[config.mk]
export PLATFORM = sky130hd
export DESIGN_NAME = crop_paste
export DESIGN_NICKNAME = d
export VERILOG_FILES = /design/src/rtl/crop_paste.sv
export SDC_FILE = /design/constraint.sdc
export NUM_CORES = 1
export LEC_CHECK = 0
export ABC_CLOCK_PERIOD_IN_PS = 5540
export CAP_MARGIN = 20
export CORE_AREA = 2 2 82 84
export CTS_BUF_LIST = sky130_fd_sc_hd__clkbuf_8 sky130_fd_sc_hd__clkbuf_16
export CTS_CLUSTER_SIZE = 28
export DETAILED_ROUTE_END_ITERATION = 7
export DIE_AREA = 0 0 84 86
export PLACE_DENSITY = 0.83
export SLEW_MARGIN = 5
export SYNTH_ARGS = -nofsm -noshare
export SYNTH_HDL_FRONTEND = slang
export SYNTH_SLANG_ARGS = --single-unit
[constraint.sdc]
create_clock -name clk -period 5.54 [get_ports clk]
set_input_delay 1.108 -clock clk [delete_from_list [all_inputs] [get_ports clk]]
set_output_delay 1.108 -clock clk [all_outputs]
set_load 0.01 [all_outputs]
[src/rtl/crop_paste.sv]
// crop_paste: re-inserts a cropped patch into a full-size raster frame.
// Placement coordinates are captured and clamped once per frame. The frame is
// then streamed out in raster order: patch pixels inside the window, FILL_VALUE
// everywhere else.
//
// state      | meaning
// WAIT_COORD | collecting Y1/X1 placement; leaves once both are captured
// STREAM     | walking the frame raster and loading the output register
module crop_paste #(
    parameter int PIXEL_BIT_WIDTH  = 12,
    parameter int FRAME_ROWS       = 40,
    parameter int FRAME_COLS       = 40,
    parameter int PATCH_ROWS       = 20,
    parameter int PATCH_COLS       = 20,
    parameter int IMG_ROW_BITWIDTH = 10,
    parameter int IMG_COL_BITWIDTH = 10,
    parameter logic [PIXEL_BIT_WIDTH-1:0] FILL_VALUE = '0
) (
    input  logic                        clk,
    input  logic                        reset,
    input  logic [PIXEL_BIT_WIDTH-1:0]  patch_in_TDATA_i,
    input  logic                        patch_in_TVALID_i,
    output logic                        patch_in_TREADY_o,
    input  logic [IMG_ROW_BITWIDTH-1:0] place_Y1_TDATA_i,
    input  logic                        place_Y1_TVALID_i,
    output logic                        place_Y1_TREADY_o,
    input  logic [IMG_COL_BITWIDTH-1:0] place_X1_TDATA_i,
    input  logic                        place_X1_TVALID_i,
    output logic                        place_X1_TREADY_o,
    output logic [PIXEL_BIT_WIDTH-1:0]  pixel_out_TDATA_o,
    output logic                        pixel_out_TVALID_o,
    input  logic                        pixel_out_TREADY_i,
    output logic                        pixel_out_TUSER_o,
    output logic                        pixel_out_TLAST_o
);
    localparam int RW = IMG_ROW_BITWIDTH;
    localparam int CW = IMG_COL_BITWIDTH;
    localparam logic [RW-1:0] Y_MAX    = RW'(FRAME_ROWS - PATCH_ROWS);
    localparam logic [CW-1:0] X_MAX    = CW'(FRAME_COLS - PATCH_COLS);
    localparam logic [RW-1:0] LAST_ROW = RW'(FRAME_ROWS - 1);
    localparam logic [CW-1:0] LAST_COL = CW'(FRAME_COLS - 1);

    typedef enum logic {WAIT_COORD, STREAM} state_t;

    state_t                     state_q, state_d;
    logic                       y_rcvd_q, y_rcvd_d, x_rcvd_q, x_rcvd_d;
    logic [RW-1:0]              y1_q, y1_d, y_q, y_d;
    logic [CW-1:0]              x1_q, x1_d, x_q, x_d;
    logic [PIXEL_BIT_WIDTH-1:0] data_q, data_d;
    logic                       valid_q, valid_d, user_q, user_d, last_q, last_d;

    logic in_win, slot_free, load;

    // Window test is done one bit wider so Y1c+PATCH_ROWS cannot wrap.
    always_comb begin
        in_win = ({1'b0, y_q} >= {1'b0, y1_q}) &&
                 ({1'b0, y_q} <  ({1'b0, y1_q} + (RW+1)'(PATCH_ROWS))) &&
                 ({1'b0, x_q} >= {1'b0, x1_q}) &&
                 ({1'b0, x_q} <  ({1'b0, x1_q} + (CW+1)'(PATCH_COLS)));
        slot_free = !valid_q || pixel_out_TREADY_i;
    end

    // Next-state, handshake readies and output-register load decision.
    always_comb begin
        state_d  = state_q;
        y_rcvd_d = y_rcvd_q;
        x_rcvd_d = x_rcvd_q;
        y1_d     = y1_q;
        x1_d     = x1_q;
        y_d      = y_q;
        x_d      = x_q;
        data_d   = data_q;
        user_d   = user_q;
        last_d   = last_q;
        valid_d  = valid_q;
        load     = 1'b0;
        place_Y1_TREADY_o = 1'b0;
        place_X1_TREADY_o = 1'b0;
        patch_in_TREADY_o = 1'b0;

        case (state_q)
            WAIT_COORD: begin
                place_Y1_TREADY_o = !y_rcvd_q;
                place_X1_TREADY_o = !x_rcvd_q;
                if (place_Y1_TVALID_i && !y_rcvd_q) begin
                    y_rcvd_d = 1'b1;
                    y1_d     = (place_Y1_TDATA_i > Y_MAX) ? Y_MAX : place_Y1_TDATA_i;
                end
                if (place_X1_TVALID_i && !x_rcvd_q) begin
                    x_rcvd_d = 1'b1;
                    x1_d     = (place_X1_TDATA_i > X_MAX) ? X_MAX : place_X1_TDATA_i;
                end
                if (y_rcvd_q && x_rcvd_q) begin
                    state_d = STREAM;
                    y_d     = '0;
                    x_d     = '0;
                end
            end
            STREAM: begin
                patch_in_TREADY_o = in_win && slot_free;
                load = slot_free && (in_win ? patch_in_TVALID_i : 1'b1);
                if (load) begin
                    if (x_q == LAST_COL) begin
                        x_d = '0;
                        if (y_q == LAST_ROW) begin
                            y_d      = '0;
                            y_rcvd_d = 1'b0;
                            x_rcvd_d = 1'b0;
                            state_d  = WAIT_COORD;
                        end else begin
                            y_d = y_q + 1'b1;
                        end
                    end else begin
                        x_d = x_q + 1'b1;
                    end
                end
            end
            default: state_d = WAIT_COORD;
        endcase

        if (load) begin
            data_d  = in_win ? patch_in_TDATA_i : FILL_VALUE;
            user_d  = (x_q == '0) && (y_q == '0);
            last_d  = (x_q == LAST_COL);
            valid_d = 1'b1;
        end else if (pixel_out_TREADY_i) begin
            valid_d = 1'b0;
        end
    end

    // State, counters, coordinates and output register.
    always_ff @(posedge clk) begin
        if (reset) begin
            state_q  <= WAIT_COORD;
            y_rcvd_q <= 1'b0;
            x_rcvd_q <= 1'b0;
            y1_q     <= '0;
            x1_q     <= '0;
            y_q      <= '0;
            x_q      <= '0;
            data_q   <= '0;
            valid_q  <= 1'b0;
            user_q   <= 1'b0;
            last_q   <= 1'b0;
        end else begin
            state_q  <= state_d;
            y_rcvd_q <= y_rcvd_d;
            x_rcvd_q <= x_rcvd_d;
            y1_q     <= y1_d;
            x1_q     <= x1_d;
            y_q      <= y_d;
            x_q      <= x_d;
            data_q   <= data_d;
            valid_q  <= valid_d;
            user_q   <= user_d;
            last_q   <= last_d;
        end
    end

    assign pixel_out_TDATA_o  = data_q;
    assign pixel_out_TVALID_o = valid_q;
    assign pixel_out_TUSER_o  = user_q;
    assign pixel_out_TLAST_o  = last_q;
endmodule

# == Word-level counts from Yosys, hierarchy flattened ==
# Index checks and enable logic that the tools add are counted.
# totals
regBits,58
output_inout_bits,18
wordCells,82
# op_classes
n_addsub,4
order_cmp,6
n_eq_ne,8
muxes,30
bitwise,1
reduce_logical,22
# op_table
op,n
10-bit two-way mux,8
10-bit one-hot mux with 2 select lines,2
"10-bit by 5-bit adder with 11-bit output, second input constant",2
10-bit by 11-bit < comparator with 1-bit output,2
"10-bit by 1-bit adder with 10-bit output, second input constant",2
"10-bit by 6-bit equality test with 1-bit output, second input constant",2
10-bit >= comparator,2
"10-bit by 5-bit > comparator with 1-bit output, second input constant",2
10-bit zero test,2
1-bit two-way mux,16
12-bit two-way mux,1
1-bit logical AND,9
4-bit AND reduction,2
"2-bit by 1-bit != test with 1-bit output, second input constant",3
"2-bit != test, second input constant",3
1-bit one-hot mux with 2 select lines,3
2-bit AND reduction,3
1-bit zero test,3
3-bit AND reduction,1
2-bit nonzero test,1
1-bit logical OR,1
1-bit inverter,1

# == Depth between registers and ports, before layout ==
# logic_depth
depth_word,9
depth_mapped,15

# == Least setup slack after synthesis ==
# Ideal clock, no wire load.
# synth_timing
kind,register to output
start,register x1_q[2]
end,output port patch_in_TREADY_o
t_arrival_ps,2094
required_time_ps,4432
setup_slack_ps,2338
path_stages_with_launch,10
path_cell_list,dfxtp_1 -> a21oi_1 -> nor3_1 -> nand3_1 -> xnor2_1 -> ha_1 -> a21oi_1 -> o21ai_0 -> o32a_1 -> nor4_1
# synth_between
elab_chain_cells,5
elab_cells_between_ends,7
# synth_lines
item,line_no,text
from (decl),48,"logic [CW-1:0] x1_q, x1_d, x_q, x_d;"
from (signal assigned),138,x1_q <= '0;
from (signal assigned),150,x1_q <= x1_d;
10-bit by 5-bit adder with 11-bit output or 10-bit >= comparator (tied branches),"59, 58",
10-bit by 11-bit < comparator with 1-bit output or 1-bit logical AND (tied branches),"59, 57",
1-bit logical AND (*),58,"({1'b0, x_q} >= {1'b0, x1_q}) &&"
1-bit logical AND (*),100,patch_in_TREADY_o = in_win && slot_free;
1-bit two-way mux (*),81,case (state_q)
to (decl),23,"output logic patch_in_TREADY_o,"
# Every way passes the cells marked *; elsewhere a longest branch is shown, timed or not.

# == Worst setup path after layout ==
# layout_timing
start,register y1_q[2]
end,output port patch_in_TREADY_o
# layout_between
elab_chain_cells,7
elab_cells_between_ends,8
# layout_lines
item,line_no,text
from (decl),47,"logic [RW-1:0] y1_q, y1_d, y_q, y_d;"
from (signal assigned),149,y1_q <= y1_d;
10-bit by 5-bit adder with 11-bit output,57,"({1'b0, y_q} < ({1'b0, y1_q} + (RW+1)'(PATCH_ROWS))) &&"
10-bit by 11-bit < comparator with 1-bit output,57,
1-bit logical AND (*),56,"in_win = ({1'b0, y_q} >= {1'b0, y1_q}) &&"
1-bit logical AND (*),57,
1-bit logical AND (*),58,
1-bit logical AND (*),100,
1-bit two-way mux (*),81,
# Marks and branches as above.

==> out/summary.md <==
Among all flip-flop cells after synthesis, the most frequent one is sky130_fd_sc_hd__dfxtp_1. The run gives 459 ps as the worst hold slack after final layout. The path with the worst hold slack has its endpoint at pixel_out_TUSER_o$_SDFFE_PP0P_. The number of flops mapped to enable cells by yosys was 0; the setup TNS was 0 ps. The congestion estimate from routability-driven global placement came to 0.859.

In this run the count of I/O pins placed on the die edge is 56. The mean post-synth cell area came out at 8.26 um2. The run gives 3 as the H-tree depth. Summed over all layers, the routed wires come to 8.37 mm. The post-synthesis register bit count came out at 58. In the final routing, the length of wire on met1 measures 3.65 mm. Combinational cells account for 13.0% of the total power.

The overall routing resource usage was 24.4%; the number of max-cap violations was 0. The core region is 0.00628 mm2. After layout, the worst path uses 76.7% of the clock period. In this run, CTS created clock tree buffers numbering 9. The slowest stage of the critical path belongs to the cell sky130_fd_sc_hd__clkdlybuf4s50_1. The distinct cell type count after synthesis was 49. Summing the areas of all xor and xnor instances in the mapped netlist gives 2.97% of the synthesized area. In the synthesized netlist, mux cells make up 0% of the area. The count of pins over their slew limit came out at 0.

The critical path required time is 4430 ps, and the largest stage delay on the critical path is 600 ps. The most numerous cell type found on the critical path is sky130_fd_sc_hd__o21ai_0. The worst hold path was traced through 2 stages.

Yosys printed 0 warnings. The length in cells of the worst reg-to-reg path is 12. The library cell used most frequently in the layout, excluding fill and tap cells, is sky130_fd_sc_hd__dfxtp_1. The detailed router finished its first iteration with 159 violations. Using the TritonRoute via totals, the vias-per-cell ratio works out to 5.95.

Sequential elements use 32.8% of the synthesized area. sky130_fd_sc_hd__dfxtp_1 takes more of the synthesized area than any other cell. The initial antenna violation count was 0. The initial core utilization is 56.3%, and the clock-pin slew of the registers on the worst-case setup and hold paths is 70 ps. The signal on the critical path passes through ha_1 -> o21ai_0 -> xnor2_1 -> ha_1 -> o21ai_0 -> o21ai_0 -> o211ai_1 -> a31oi_1 -> nor4_1 -> clkdlybuf4s50_1. The share of cells above drive strength 1 was 5.79%. The floorplan has 29 rows. The die is 86 um tall. The area fraction of the dominant cell type after synthesis works out to 32.8%. The synthesized netlist devotes 20.4% of its cell area to compound gates.

Before antenna repair, the detailed router went through 4 iterations. The dominant combinational cell family by area after synthesis was simple AND/OR/NAND/NOR gates. The worst path buffer plus inverter count was 1. Broken down by cell family, the worst path's largest delay share belongs to compound AO/OA/AOI/OAI gates. Timing analysis after detailed placement gives a worst setup slack of 1680 ps. The library cells used most frequently in the layout, excluding fill and tap cells, are sky130_fd_sc_hd__dfxtp_1, sky130_fd_sc_hd__clkdlybuf4s50_1, sky130_fd_sc_hd__nor2_1.

The die covers 0.00722 mm2. The share of total power consumed by net switching came out at 26.9%. The met2 wirelength from detailed routing is 4.03 mm, and the quantity of gates resized following cts is 0. The run gives 3248 as the via count of the first global-routing pass.

In this run the static leakage power is 1.68 nW. For the worst vdd rail ir drop, the log shows 0.155 mV. The setup path with the least slack is of type register to output port. The pin slew with the least headroom to its limit is 997 ps.

The synthesized instance count is 428. Counting along the longest clock path gives a buffer depth of 2. Post-layout total power: 960 uW.

TritonCTS built the clock tree. The remaining global-route overflow is 0, and the cell-internal power is 702 uW. Headroom to the max-slew limit came out at 33.6%. The largest fanout on the critical path is 5, and the final worst-path setup slack is 1290 ps. For the final worst clock skew, the log shows 9.99 ps. The share of total power in the clock network was 41.8%; the number of sinks driven by the clock tree was 58.

Net switching power: 258 uW. Buffers added to address setup during post-CTS repair amount to 0. The met3 wire length is 396 um. Relative to the synthesized area, the layout overhead comes to 21.7%. In the routed design, unresolved DRC markers number 0. The run gives 495 as the number of filler instances in the final layout.

Sequential cells burn 45.3% of the power. The cell area that synthesis handed to floorplanning was 0.00354 mm2. For this run, asynchronously set or reset flops after synthesis account for 0%. The worst setup path is launched from a register. By area the synthesized netlist is led by sky130_fd_sc_hd__dfxtp_1, sky130_fd_sc_hd__ha_1, sky130_fd_sc_hd__nor2_1, sky130_fd_sc_hd__a21oi_1, sky130_fd_sc_hd__o21ai_0.

Buffers placed on the I/O ports in this run total 55. Startpoint of the lowest-slack register-to-register path: y1_q[2]$_SDFFE_PP0P_. The logs give 0 for the count of final setup violators and 3339 for the detailed-route via count.

The logs give 0 for the number of buffers inserted for hold repair after clock tree synthesis and 235 MHz for the fmax. The first global-routing pass estimated 14.3 mm of wire. After Yosys synthesis, and, or, nand and nor cells account for 22.7% of the synthesized area. At the end of the flow, the number of nets in the layout was 559. The launch instance of the worst min-delay path is pixel_out_TUSER_o$_SDFFE_PP0P_.

The number of nets produced by synthesis is 508. The flow ran to the end, and the final reports show no timing, DRC or antenna violations. Number of inserted diodes: 0. Setup repair after global routing left no endpoint under its margin. After detailed routing, the average wire length per cell comes to 14.9 um. The tools report the endpoint arrival time on the critical path as 3140 ps. The run gives 1970 ps as the internal reg-to-reg setup slack. The run gives 0 as the number of failing hold endpoints at the final stage. The floorplan die width is 84 um. The tools report the placed wire-length estimate as 6.18 mm. The end of the worst register-to-register path is x_q[3]$_SDFFE_PP0P_.

The critical path endpoint category was an output port. After routing the design area is 0.00430 mm2. The topmost layer with routed signal wires was met4. The antenna violation net count after detailed routing was 0; the post-synthesis share of cell area spent on full adders, half adders and majority gates was 14.9%. The worst hold path belongs to the class register to register. The power per cell area was 223 mW/mm2; the post-layout minimum cycle time was 4250 ps.

Once placement finished, the instance area stood at 0.00410 mm2. The clock reaches the later pin of the worst-skew pair after 350 ps. For the pin count of the biggest net entering global routing, the log shows 55. In this run the clock root is driven by a sky130_fd_sc_hd__clkbuf_8.
## stage by stage
step,utilization (%),instances
floorplan,-,428
global placement,65.3,545
detailed placement,65.3,545
CTS,68.6,561
global route,68.6,561
finish,68.6,561
## sequential cells by signal (all words and copies together) (netlist names)
| name | flops |
|---|---|
| x_rcvd_q | 1 |
| pixel_out_TDATA_o | 12 |
| x1_q | 10 |
| y1_q | 10 |
| x_q | 10 |
| state_q | 1 |
| pixel_out_TLAST_o | 1 |
| pixel_out_TVALID_o | 1 |
| y_rcvd_q | 1 |
| y_q | 10 |
| pixel_out_TUSER_o | 1 |
## routing by layer
metal	GRT usage, %	up-vias
li1	-	1659
met1	28.7	1562
met2	41.5	91
met3	5.39	27
met4	13.5	0
met5	0	-
## cells in the mapped netlist, drive strengths merged (2+ instances only)
library cell / number
o31ai: 6
ha: 42
or4b: 4
nand2: 21
o32ai: 2
nor3: 16
nand4: 6
a31oi: 2
xor2: 2
o2111ai: 4
and3: 13
or4: 8
o22ai: 2
nand2b: 4
inv: 37
nor2b: 7
a221oi: 4
and2: 5
a21oi: 32
nand3: 13
nor2: 45
a21o: 3
a22oi: 18
xnor2: 10
dfxtp: 58
buf: 6
a211oi: 4
or2: 2
clkbuf: 9
o211ai: 2
nor4: 6
o21ai: 28
## cells by family after synthesis
logic type / Yosys count
AND/OR/NAND/NOR: 154
buffers and inverters: 52
adder cells (fa/ha/maj): 42
AO/OA/AOI/OAI: 110
XOR/XNOR: 12
flip-flops: 58
## worst min-delay path: stages (launching register included)
cell,delay [ps]
sky130_fd_sc_hd__dfxtp_1,310
sky130_fd_sc_hd__nand2_1,50
sky130_fd_sc_hd__a21oi_1,50
## power by group through the flow
| stage | logic (mW) | registers, mW | clock network (mW) |
|---|---|---|---|
| 2_1_floorplan | 0.0747 | 0.442 | 0 |
| 3_3_place_gp | 0.122 | 0.443 | 0 |
| 3_5_place_dp | 0.123 | 0.444 | 0 |
| 4_1_cts | 0.125 | 0.434 | 0.410 |
| 5_1_grt | 0.138 | 0.436 | 0.426 |
| 6_report | 0.124 | 0.435 | 0.401 |
## cell type report
cell class	instances	area [um2]	share of cell area (%)
multi-input combinational	318	2160	50.1
tap	77	96.3	2.24
timing repair buffer	55	546	12.7
inverter	37	139	3.23
clock buffer	10	138	3.20
clock inverter	6	66.3	1.54
sequential	58	1160	27.0
## worst max-delay path by stage
stage / cells past startpoint / to / from
floorplan: 9 / patch_in_TREADY_o / x1_q[2]$_SDFFE_PP0P_
global placement: 5 / patch_in_TREADY_o / pixel_out_TREADY_i
detailed placement: 10 / patch_in_TREADY_o / y1_q[2]$_SDFFE_PP0P_
CTS: 10 / patch_in_TREADY_o / y1_q[2]$_SDFFE_PP0P_
global route: 10 / patch_in_TREADY_o / y1_q[2]$_SDFFE_PP0P_
finish: 10 / patch_in_TREADY_o / y1_q[2]$_SDFFE_PP0P_
No activity file was read; power rests on OpenSTA's default activity.
